[config.mk]
export PLATFORM = sky130hd
export DESIGN_NAME = mining_work_scheduler_flat
export DESIGN_NICKNAME = d
export VERILOG_FILES = /design/src/rtl/mining_work_scheduler_pkg.sv /design/src/rtl/mining_work_scheduler_if.sv /design/src/rtl/mining_work_scheduler_fifo.sv /design/src/rtl/mining_work_scheduler.sv /design/src/flat_wrapper.sv
export SDC_FILE = /design/constraint.sdc
export NUM_CORES = 2
export LEC_CHECK = 0
export CAP_MARGIN = 20
export CORE_AREA = 4 4 533 535
export DETAILED_ROUTE_END_ITERATION = 8
export DIE_AREA = 0 0 537 539
export PLACE_DENSITY = 0.52
export SLEW_MARGIN = 15
export SYNTH_ARGS = -nofsm -noshare
export SYNTH_HDL_FRONTEND = slang
export SYNTH_HIERARCHICAL = 1
export SYNTH_SLANG_ARGS = --single-unit
[constraint.sdc]
create_clock -name clk -period 33.8 [get_ports clk]
set_input_delay 5.07 -clock clk [delete_from_list [all_inputs] [get_ports clk]]
set_output_delay 5.07 -clock clk [all_outputs]
set_load 0.1 [all_outputs]
[src/rtl/mining_work_scheduler_pkg.sv]
// Shared types and widths for the mining work scheduler and its golden-result FIFO.
package mining_work_scheduler_pkg;

  localparam int unsigned HASH_W  = 256;
  localparam int unsigned Y_W     = 96;
  localparam int unsigned NONCE_W = 32;

  typedef enum logic [1:0] {
    StIdle,
    StDrain,
    StRun,
    StExhausted
  } sched_state_e;

  typedef struct packed {
    logic [NONCE_W-1:0] nonce;
    logic [HASH_W-1:0]  hash;
  } result_t;

endpackage

[src/rtl/mining_work_scheduler_if.sv]
// Work-in, hasher and result-out signal bundle of the mining work scheduler.
interface mining_work_scheduler_if;
  import mining_work_scheduler_pkg::*;

  logic               work_valid;
  logic               work_ready;
  logic [HASH_W-1:0]  work_x;
  logic [Y_W-1:0]     work_y;
  logic [NONCE_W-1:0] work_nonce_start;
  logic [NONCE_W-1:0] work_nonce_end;

  logic [HASH_W-1:0]  hs_x;
  logic [Y_W-1:0]     hs_y;
  logic [NONCE_W-1:0] hs_nonce;
  logic               hs_accepted;
  logic [HASH_W-1:0]  hs_hash;
  logic [NONCE_W-1:0] hs_out_nonce;

  logic               res_valid;
  logic               res_ready;
  logic [HASH_W-1:0]  res_hash;
  logic [NONCE_W-1:0] res_nonce;

  logic               busy;
  logic               exhausted;
  logic [7:0]         drop_count;

  // Scheduler side
  modport slave (
    input  work_valid, work_x, work_y, work_nonce_start, work_nonce_end,
    input  hs_accepted, hs_hash, hs_out_nonce, res_ready,
    output work_ready, hs_x, hs_y, hs_nonce, res_valid, res_hash, res_nonce,
    output busy, exhausted, drop_count
  );

  // Environment side (UART paths and hasher)
  modport master (
    output work_valid, work_x, work_y, work_nonce_start, work_nonce_end,
    output hs_accepted, hs_hash, hs_out_nonce, res_ready,
    input  work_ready, hs_x, hs_y, hs_nonce, res_valid, res_hash, res_nonce,
    input  busy, exhausted, drop_count
  );

endinterface

[src/rtl/mining_work_scheduler_fifo.sv]
// Show-ahead FIFO of golden results; push and pop in one cycle both take effect.
module golden_result_fifo
  import mining_work_scheduler_pkg::*;
#(
  parameter int unsigned DEPTH = 4
) (
  input  logic    clk,
  input  logic    rst,
  input  logic    push_i,
  input  result_t data_i,
  input  logic    pop_i,
  output result_t data_o,
  output logic    full_o,
  output logic    empty_o
);

  localparam int unsigned PtrW = $clog2(DEPTH);
  localparam int unsigned CntW = PtrW + 1;

  result_t         mem_q [DEPTH];
  logic [PtrW-1:0] wr_ptr_q, wr_ptr_d;
  logic [PtrW-1:0] rd_ptr_q, rd_ptr_d;
  logic [CntW-1:0] cnt_q, cnt_d;
  logic            do_push, do_pop;

  assign full_o  = (cnt_q == CntW'(DEPTH));
  assign empty_o = (cnt_q == '0);
  assign do_pop  = pop_i && !empty_o;
  // A pop frees the slot the push needs, so full only blocks an unpaired push.
  assign do_push = push_i && (!full_o || do_pop);
  assign data_o  = empty_o ? '0 : mem_q[rd_ptr_q];

  always_comb begin
    wr_ptr_d = wr_ptr_q;
    rd_ptr_d = rd_ptr_q;
    cnt_d    = cnt_q;
    if (do_push) wr_ptr_d = wr_ptr_q + 1'b1;
    if (do_pop)  rd_ptr_d = rd_ptr_q + 1'b1;
    if (do_push && !do_pop) cnt_d = cnt_q + 1'b1;
    else if (do_pop && !do_push) cnt_d = cnt_q - 1'b1;
  end

  always_ff @(posedge clk or posedge rst) begin
    if (rst) begin
      wr_ptr_q <= '0;
      rd_ptr_q <= '0;
      cnt_q    <= '0;
    end else begin
      wr_ptr_q <= wr_ptr_d;
      rd_ptr_q <= rd_ptr_d;
      cnt_q    <= cnt_d;
    end
  end

  always_ff @(posedge clk) begin
    if (do_push) mem_q[wr_ptr_q] <= data_i;
  end

endmodule

[src/rtl/mining_work_scheduler.sv]
// Feeds work units into the double-SHA hasher, walks the nonce range and queues
// golden hashes (with stale-result drain and repeat suppression) for transmission.
module mining_work_scheduler
  import mining_work_scheduler_pkg::*;
#(
  parameter int unsigned DRAIN_CYCLES = 80,
  parameter int unsigned TARGET_ZEROS = 32,
  parameter int unsigned FIFO_DEPTH   = 4
) (
  input logic                    clk,
  input logic                    rst,
  mining_work_scheduler_if.slave bus
);

  localparam int unsigned CntW = (DRAIN_CYCLES > 1) ? $clog2(DRAIN_CYCLES) : 1;

  sched_state_e       state_q, state_d;
  logic [CntW-1:0]    drain_cnt_q, drain_cnt_d;
  logic [HASH_W-1:0]  x_q, x_d;
  logic [Y_W-1:0]     y_q, y_d;
  logic [NONCE_W-1:0] nonce_q, nonce_d;
  logic [NONCE_W-1:0] end_q, end_d;
  logic [NONCE_W-1:0] dedup_q, dedup_d;
  logic               dedup_vld_q, dedup_vld_d;
  logic [7:0]         drop_q, drop_d;

  logic    work_ready, accept, checking, golden, push, pop;
  logic    fifo_full, fifo_empty;
  result_t push_data, head;

  assign work_ready = (state_q != StDrain);
  assign accept     = bus.work_valid && work_ready;
  assign checking   = (state_q == StRun) || (state_q == StExhausted);
  assign golden     = (bus.hs_hash[HASH_W-1 -: TARGET_ZEROS] == '0);
  // The held end nonce keeps re-emerging from the pipeline; only a new nonce is pushed.
  assign push       = checking && golden && (!dedup_vld_q || (bus.hs_out_nonce != dedup_q));
  assign pop        = !fifo_empty && bus.res_ready;
  assign push_data  = '{nonce: bus.hs_out_nonce, hash: bus.hs_hash};

  always_comb begin
    state_d     = state_q;
    drain_cnt_d = drain_cnt_q;
    x_d         = x_q;
    y_d         = y_q;
    nonce_d     = nonce_q;
    end_d       = end_q;
    dedup_d     = dedup_q;
    dedup_vld_d = dedup_vld_q;
    drop_d      = drop_q;

    unique case (state_q)
      StDrain: begin
        if (drain_cnt_q == '0) state_d = StRun;
        else drain_cnt_d = drain_cnt_q - 1'b1;
      end
      StRun: begin
        if (bus.hs_accepted) begin
          if (nonce_q == end_q) state_d = StExhausted;
          else nonce_d = nonce_q + 1'b1;
        end
      end
      default: ;
    endcase

    if (push) begin
      dedup_d     = bus.hs_out_nonce;
      dedup_vld_d = 1'b1;
      if (fifo_full && !pop && (drop_q != 8'hFF)) drop_d = drop_q + 1'b1;
    end

    if (accept) begin
      state_d     = StDrain;
      drain_cnt_d = CntW'(DRAIN_CYCLES - 1);
      x_d         = bus.work_x;
      y_d         = bus.work_y;
      nonce_d     = bus.work_nonce_start;
      end_d       = bus.work_nonce_end;
      dedup_vld_d = 1'b0;
    end
  end

  always_ff @(posedge clk or posedge rst) begin
    if (rst) begin
      state_q     <= StIdle;
      drain_cnt_q <= '0;
      x_q         <= '0;
      y_q         <= '0;
      nonce_q     <= '0;
      end_q       <= '0;
      dedup_q     <= '0;
      dedup_vld_q <= 1'b0;
      drop_q      <= '0;
    end else begin
      state_q     <= state_d;
      drain_cnt_q <= drain_cnt_d;
      x_q         <= x_d;
      y_q         <= y_d;
      nonce_q     <= nonce_d;
      end_q       <= end_d;
      dedup_q     <= dedup_d;
      dedup_vld_q <= dedup_vld_d;
      drop_q      <= drop_d;
    end
  end

  golden_result_fifo #(
    .DEPTH(FIFO_DEPTH)
  ) u_fifo (
    .clk    (clk),
    .rst    (rst),
    .push_i (push),
    .data_i (push_data),
    .pop_i  (pop),
    .data_o (head),
    .full_o (fifo_full),
    .empty_o(fifo_empty)
  );

  assign bus.work_ready = work_ready;
  assign bus.hs_x       = x_q;
  assign bus.hs_y       = y_q;
  assign bus.hs_nonce   = nonce_q;
  assign bus.res_valid  = !fifo_empty;
  assign bus.res_hash   = head.hash;
  assign bus.res_nonce  = head.nonce;
  assign bus.busy       = (state_q == StDrain) || (state_q == StRun);
  assign bus.exhausted  = (state_q == StExhausted);
  assign bus.drop_count = drop_q;

endmodule

[src/flat_wrapper.sv]
// flat-port wrapper written by rule: the top's interface ports become plain ports
module mining_work_scheduler_flat import mining_work_scheduler_pkg::*;
#(
  parameter int unsigned DRAIN_CYCLES = 80,
  parameter int unsigned TARGET_ZEROS = 32,
  parameter int unsigned FIFO_DEPTH   = 4
)
  (clk, rst, bus_work_valid, bus_work_x, bus_work_y, bus_work_nonce_start, bus_work_nonce_end, bus_hs_accepted, bus_hs_hash, bus_hs_out_nonce, bus_res_ready, bus_work_ready, bus_hs_x, bus_hs_y, bus_hs_nonce, bus_res_valid, bus_res_hash, bus_res_nonce, bus_busy, bus_exhausted, bus_drop_count);
  mining_work_scheduler_if bus_i ();
  input logic clk;
  input logic rst;
  input wire logic [$bits(bus_i.work_valid)-1:0] bus_work_valid;
  input wire logic [$bits(bus_i.work_x)-1:0] bus_work_x;
  input wire logic [$bits(bus_i.work_y)-1:0] bus_work_y;
  input wire logic [$bits(bus_i.work_nonce_start)-1:0] bus_work_nonce_start;
  input wire logic [$bits(bus_i.work_nonce_end)-1:0] bus_work_nonce_end;
  input wire logic [$bits(bus_i.hs_accepted)-1:0] bus_hs_accepted;
  input wire logic [$bits(bus_i.hs_hash)-1:0] bus_hs_hash;
  input wire logic [$bits(bus_i.hs_out_nonce)-1:0] bus_hs_out_nonce;
  input wire logic [$bits(bus_i.res_ready)-1:0] bus_res_ready;
  output wire logic [$bits(bus_i.work_ready)-1:0] bus_work_ready;
  output wire logic [$bits(bus_i.hs_x)-1:0] bus_hs_x;
  output wire logic [$bits(bus_i.hs_y)-1:0] bus_hs_y;
  output wire logic [$bits(bus_i.hs_nonce)-1:0] bus_hs_nonce;
  output wire logic [$bits(bus_i.res_valid)-1:0] bus_res_valid;
  output wire logic [$bits(bus_i.res_hash)-1:0] bus_res_hash;
  output wire logic [$bits(bus_i.res_nonce)-1:0] bus_res_nonce;
  output wire logic [$bits(bus_i.busy)-1:0] bus_busy;
  output wire logic [$bits(bus_i.exhausted)-1:0] bus_exhausted;
  output wire logic [$bits(bus_i.drop_count)-1:0] bus_drop_count;
  assign bus_i.work_valid = bus_work_valid;
  assign bus_i.work_x = bus_work_x;
  assign bus_i.work_y = bus_work_y;
  assign bus_i.work_nonce_start = bus_work_nonce_start;
  assign bus_i.work_nonce_end = bus_work_nonce_end;
  assign bus_i.hs_accepted = bus_hs_accepted;
  assign bus_i.hs_hash = bus_hs_hash;
  assign bus_i.hs_out_nonce = bus_hs_out_nonce;
  assign bus_i.res_ready = bus_res_ready;
  assign bus_work_ready = bus_i.work_ready;
  assign bus_hs_x = bus_i.hs_x;
  assign bus_hs_y = bus_i.hs_y;
  assign bus_hs_nonce = bus_i.hs_nonce;
  assign bus_res_valid = bus_i.res_valid;
  assign bus_res_hash = bus_i.res_hash;
  assign bus_res_nonce = bus_i.res_nonce;
  assign bus_busy = bus_i.busy;
  assign bus_exhausted = bus_i.exhausted;
  assign bus_drop_count = bus_i.drop_count;
  mining_work_scheduler #(.DRAIN_CYCLES(DRAIN_CYCLES), .TARGET_ZEROS(TARGET_ZEROS), .FIFO_DEPTH(FIFO_DEPTH)) u_core (.clk(clk), .rst(rst), .bus(bus_i));
endmodule
# After elaboration in Yosys (flattened, before gate mapping)
# Memory sizes are Yosys's and may differ from the RTL's.
# Index checks and enable logic that the tools add are counted.
# word_totals
regBits,473
latchBits,0
ramBits,1152
mem_bits_ro,0
in_bits,709
output_inout_bits,684
word_cells,85
memories,1
# mem_list
memory,depth,width,read_ports,rd_clocked_by_memory_dff,write_ports,line_no,source
u_core.u_fifo.mem_q,4,288,1,0,1,mining_work_scheduler_fifo.sv:20,result_t mem_q [DEPTH];
# op_classes
n_addsub,7
multipliers,0
div_mod_pow,0
n_lt_le_gt_ge,0
eq_ne,13
n_shift,0
muxes,19
bitwise,0
n_reduce_logical,33
# op_table
cell,count
288-bit two-way mux,1
32-bit two-way mux,4
"32-bit by 1-bit adder with 32-bit output, second input constant",1
32-bit == test,1
32-bit zero test,1
32-bit != test,1
7-bit two-way mux,3
1-bit logical AND,10
2-bit nonzero test,5
"8-bit by 1-bit adder with 8-bit output, second input constant",1
2-bit two-way mux,4
"8-bit != test, second input constant",1
7-bit zero test,1
"7-bit by 1-bit subtractor with 7-bit output, second input constant",1
1-bit zero test,6
3-bit two-way mux,2
"2-bit by 1-bit != test with 1-bit output, second input constant",3
"3-bit by 2-bit != test with 1-bit output, second input constant",2
"2-bit by 1-bit adder with 2-bit output, second input constant",2
"2-bit == test, second input constant",2
1-bit logical OR,4
1-bit two-way mux,4
2-bit one-hot mux with 2 select lines,1
2-bit AND reduction,2
other kinds (9),9

# Longest topological paths before layout
# logic_depth
word_depth,10
mapped_depth,13
ltp_nobuf,12

# By module
# The synthesis kept the hierarchy.
# by_module_without_submodules
mod,n_inst,cells_per_inst,area_each_um2,seq_area_each_um2
golden_result_fifo,1,1861,43793.3,34768.3
mining_work_scheduler,1,2119,19228.4,11661.2

# Worst setup path before layout
# Ideal clock, no wire load.
# synth_timing
path_kind,input-to-reg
start,input port bus_hs_hash[224]
end,"memory u_core/u_fifo/mem_q[0][0] (netlist name), enable pin"
setup_ns,0.686
arrival_time_ns,12.673
required_ns,33.114
path_slack_ns,20.441
stages,5
n_path_buf,0
path_cell_list,nor4_1 o21ai_0 nor4_1 a21boi_1 and2_1
# synth_via
elab_chain_cells,6
# synth_lines
item,line_no,source
from (decl),flat_wrapper.sv:18,input wire logic [$bits(bus_i.hs_hash)-1:0] bus_hs_hash;
32-bit zero test,mining_work_scheduler.sv:34,assign golden = (bus.hs_hash[HASH_W-1 -: TARGET_ZEROS] == '0);
1-bit logical AND (2 in series),mining_work_scheduler.sv:36,assign push = checking && golden && (!dedup_vld_q || (bus.hs_out_nonce != dedup_q));
named net u_core.push,mining_work_scheduler.sv:27,"logic work_ready, accept, checking, golden, push, pop;"
1-bit logical AND,mining_work_scheduler_fifo.sv:30,assign do_push = push_i && (!full_o || do_pop);
named net u_core.u_fifo.do_push,mining_work_scheduler_fifo.sv:24,"logic do_push, do_pop;"
1-bit two-way mux,mining_work_scheduler_fifo.sv:56,if (do_push) mem_q[wr_ptr_q] <= data_i;
1-bit two-way mux (not written as such),mining_work_scheduler_fifo.sv:56,
to (decl),mining_work_scheduler_fifo.sv:20,
# The timed path passes the listed nets, and every way through them passes these cells.

# Final worst setup path
# layout_timing
start,register u_core.u_fifo.rd_ptr_q[0]
end,output port bus_res_hash[81]
# layout_via
elab_chain_cells,2
# layout_lines
item,line_no,source
from (decl),mining_work_scheduler_fifo.sv:22,"logic [PtrW-1:0] rd_ptr_q, rd_ptr_d;"
from (signal assigned),mining_work_scheduler_fifo.sv:50,rd_ptr_q <= rd_ptr_d;
memory 4 x 288 bit,-,
288-bit two-way mux,mining_work_scheduler_fifo.sv:31,assign data_o = empty_o ? '0 : mem_q[rd_ptr_q];
to (decl),flat_wrapper.sv:26,output wire logic [$bits(bus_i.res_hash)-1:0] bus_res_hash;
# No other way between the ends.

==> reports/qor.yml <==
setup_path:
  path_max_fanout: 46
  cp_slowest_cell: "clkdlybuf4s50_1"
  path_buf_inv: 5
  critPathLaunchType: "register"
  cp.required_ns: 28.73
  endpoint_kind: "primary output"
  arrival_ns: 7.11
  timing.rr.start: "u_core/u_fifo/cnt_q[0]"
  r2r_cells: 10
  worstSetupPathType: "reg -> out"
  crit_family: "buffers and inverters"
  crit_top_cell: "buf_4"
  reg2reg_slack_ns: 27.17
  crit_chain: "buf_4, buf_4, buf_4, buf_4, mux4_2, and2_1, clkdlybuf4s50_1"
  worstReg2RegEnd: "u_core/u_fifo/mem_q[1][91]"
  cpPeakStageDelay_ns: 1.02
global_route:
  gr-usage-all-layers_pct: 17.85
  gr-total-overflow: 0
  grt_pass1_vias: 41893
  grt_start_max_net_pins: 218
  grt_antenna_before_repair: 125
  grt_pass1_wl_mm: 361.2
power_and_ir_drop:
  vdd_drop_max_v: 0.00008396
  power.density_mw_per_mm2: 86.86
  p_leak_uw: 0.03187
  total_power_uw: 7608
sta:
  drv_slew: 0
  clock_skew_ns: 0.06068
  max_freq_mhz: 82.10
  rsz0062_at_grt: "false"
  min_period_ns: 12.18
  finalCritPeriodShare_pct: 36.04
  finalWorstSetupSlack_ns: 21.62
  whs_ns: 0.4716
  relSlewSlack_pct: 20.11
  hold_viol: 0
  setup_violations: 0
  tightest_slew_ns: 1.195
  setup_tns_ns: 0
clock_network:
  clkSlewWorstSetupHoldPaths_ns: 0.06
  numCtsBuffers: 189
  cts-root-buf: "clkbuf_16"
  clk_path_buf_depth: 4
  ctsHoldBuffers: 0
  h-tree-depth: 4
  clkSinkCount: 1625
  cts_setup_buffers: 0
  post_cts_resized: 0
  clock_latency_ns: 0.84
  cts_tree: "built"
synthesis:
  synthArstFlopShare_pct: 29.11
  synth_edf_count: 1152
  ys_ff_latch: 1625
  avgSynthCellArea_um2: 15.83
  synth_cell_types: 58
  yosysSeqAreaShare_pct: 73.67
  netlist_area_mm2: 0.06302
  synth_top_flop_cell: "edfxtp_1"
  syn-num-nets: 4703
  syn_inst: 3980
  ys_warn_count: 6
worst_hold_path:
  hold_start: "u_core/bus.hs_y[58]"
  holdPathEnd: "u_core/bus.hs_y[58]"
  hold_path.class: "reg -> reg"
  min_path_cells: 2
routing:
  num_vias: 40048
  route.detailed.drc: 0
  drt-total-wl_mm: 267.4
  dr.pass1.iters: 5
  via_per_inst: 4.296
  drtIter0Drc: 2654
  ant_nets: 0
  wire_per_inst_um: 28.69
floorplan:
  io_pins: 1393
  start_util_pct: 22.60
  die_y_um: 539
  core_area_mm2: 0.2789
  dieArea_mm2: 0.2894
  die_w_um: 537
  row_count: 194
placed_design:
  pre_cts_slack_ns: 21.67
  io_buffers: 1392
  place.gp.congestion: 0.9056
  post-dp-hpwl_mm: 197.6
outcome:
  status: "finished, final reports clean"
cells_and_area:
  final_nets: 6148
  drive_above_1_share_pct: 13.88
  final_util_pct: 31.41
  area_growth_pct: 38.99
  layout_common_cells: "1302 x clkdlybuf4s50_1, 1199 x nand2_1, 1152 x edfxtp_1"
  final_common_cell: "clkdlybuf4s50_1"
run:
  drv_cap: 0
-- worst register-to-register path, delay by kind of cell, from the launching register on --
| kind | cells | cell delay, ns |
|---|---|---|
| buf+inv | 6 | 3.29 |
| simple gates | 3 | 1.96 |
| compound gates | 1 | 0.46 |
| flops | 1 | 0.42 |
-- cell families after synthesis --
group,after synthesis,synth area share (%)
simple gates,1623,11.29
compound gates,74,0.8299
flops,1625,73.67
xor+xnor,97,1.348
buf+inv,222,1.618
mux,325,10.95
fa+ha+maj,14,0.2899
-- cell usage after synthesis, drive strengths merged (6+ instances only) --
master,number,area [um2]
or3,6,37.54
a21oi,10,50.05
ha,13,162.7
o21ai,26,130.1
inv,18,67.56
nand3,22,127.6
buf,73,459.2
a211oi,8,85.08
a31oi,8,50.05
xor2,75,656.9
nor2,24,90.09
xnor2,22,192.7
nor3,9,56.31
nand4,13,81.33
nor4,31,200.2
dfrtp,473,11840
edfxtp,1152,34590
and2,295,1846
clkbuf,131,493.0
mux2,35,394.1
nand2,1200,4504
mux4,288,6486
-- per-stage QoR --
stage | instances | instance area (um2)
after floorplan | 3980 | 63020
after global placement | 8934 | 80920
after detailed placement | 8952 | 81280
after CTS | 9286 | 87390
after global routing | 9307 | 87560
final | 9322 | 87590
-- report_power, final --
part / leakage [uW] / internal (uW) / switching (uW) / total, uW
clock: 0.00298 / 1200 / 847 / 2050
sequential: 0.0162 / 2380 / 201 / 2580
combinational: 0.0127 / 597 / 2390 / 2980
-- how the worst max path moves through the flow --
stage	start	to	slack, ns	cells past startpoint
2_1_floorplan	rst	u_core/bus.drop_count[0]	15.73	1
5_1_grt	u_core/u_fifo/rd_ptr_q[0]	bus_res_hash[85]	20.87	7
6_report	u_core/u_fifo/rd_ptr_q[0]	bus_res_hash[81]	21.62	7
4_1_cts	u_core/u_fifo/rd_ptr_q[0]	bus_res_hash[85]	21.21	7
3_3_place_gp	bus_hs_hash[241]	u_core/u_fifo/mem_q[0][89]	20.95	10
3_5_place_dp	bus_hs_hash[237]	u_core/u_fifo/mem_q[0][67]	21.67	10
-- state kept, by name, summed over array words and instances (netlist names) --
name / count
u_core/bus.drop_count: 8
u_core/bus.hs_nonce: 32
u_core/bus.hs_x: 256
u_core/bus.hs_y: 96
u_core/dedup_q: 32
u_core/dedup_vld_q: 1
u_core/drain_cnt_q: 7
u_core/end_q: 32
u_core/state_q: 2
u_core/u_fifo/cnt_q: 3
u_core/u_fifo/mem_q: 1152
u_core/u_fifo/rd_ptr_q: 2
u_core/u_fifo/wr_ptr_q: 2
-- area by class of cell --
type | count | area [um2]
diodes | 30 | 75.07
clock buffers | 248 | 5164
clock inverters | 86 | 944.7
fillers | 27624 | 191300
inverters | 18 | 75.07
multi-input cells | 2133 | 15620
flip-flops and latches | 1625 | 46440
well taps | 3724 | 4659
repair buffers | 1458 | 14620
-- metal layers --
metal / vias to the layer above / track usage (%) / share of wire, %
li1: 17261 / - / -
met1: 20679 / 19.11 / 35
met2: 1643 / 32.83 / 53
met3: 461 / 6.207 / 9.3
met4: 4 / 5.178 / 3.2
met5: - / 0 / 0.010
Power figures use the tool's default switching activity.
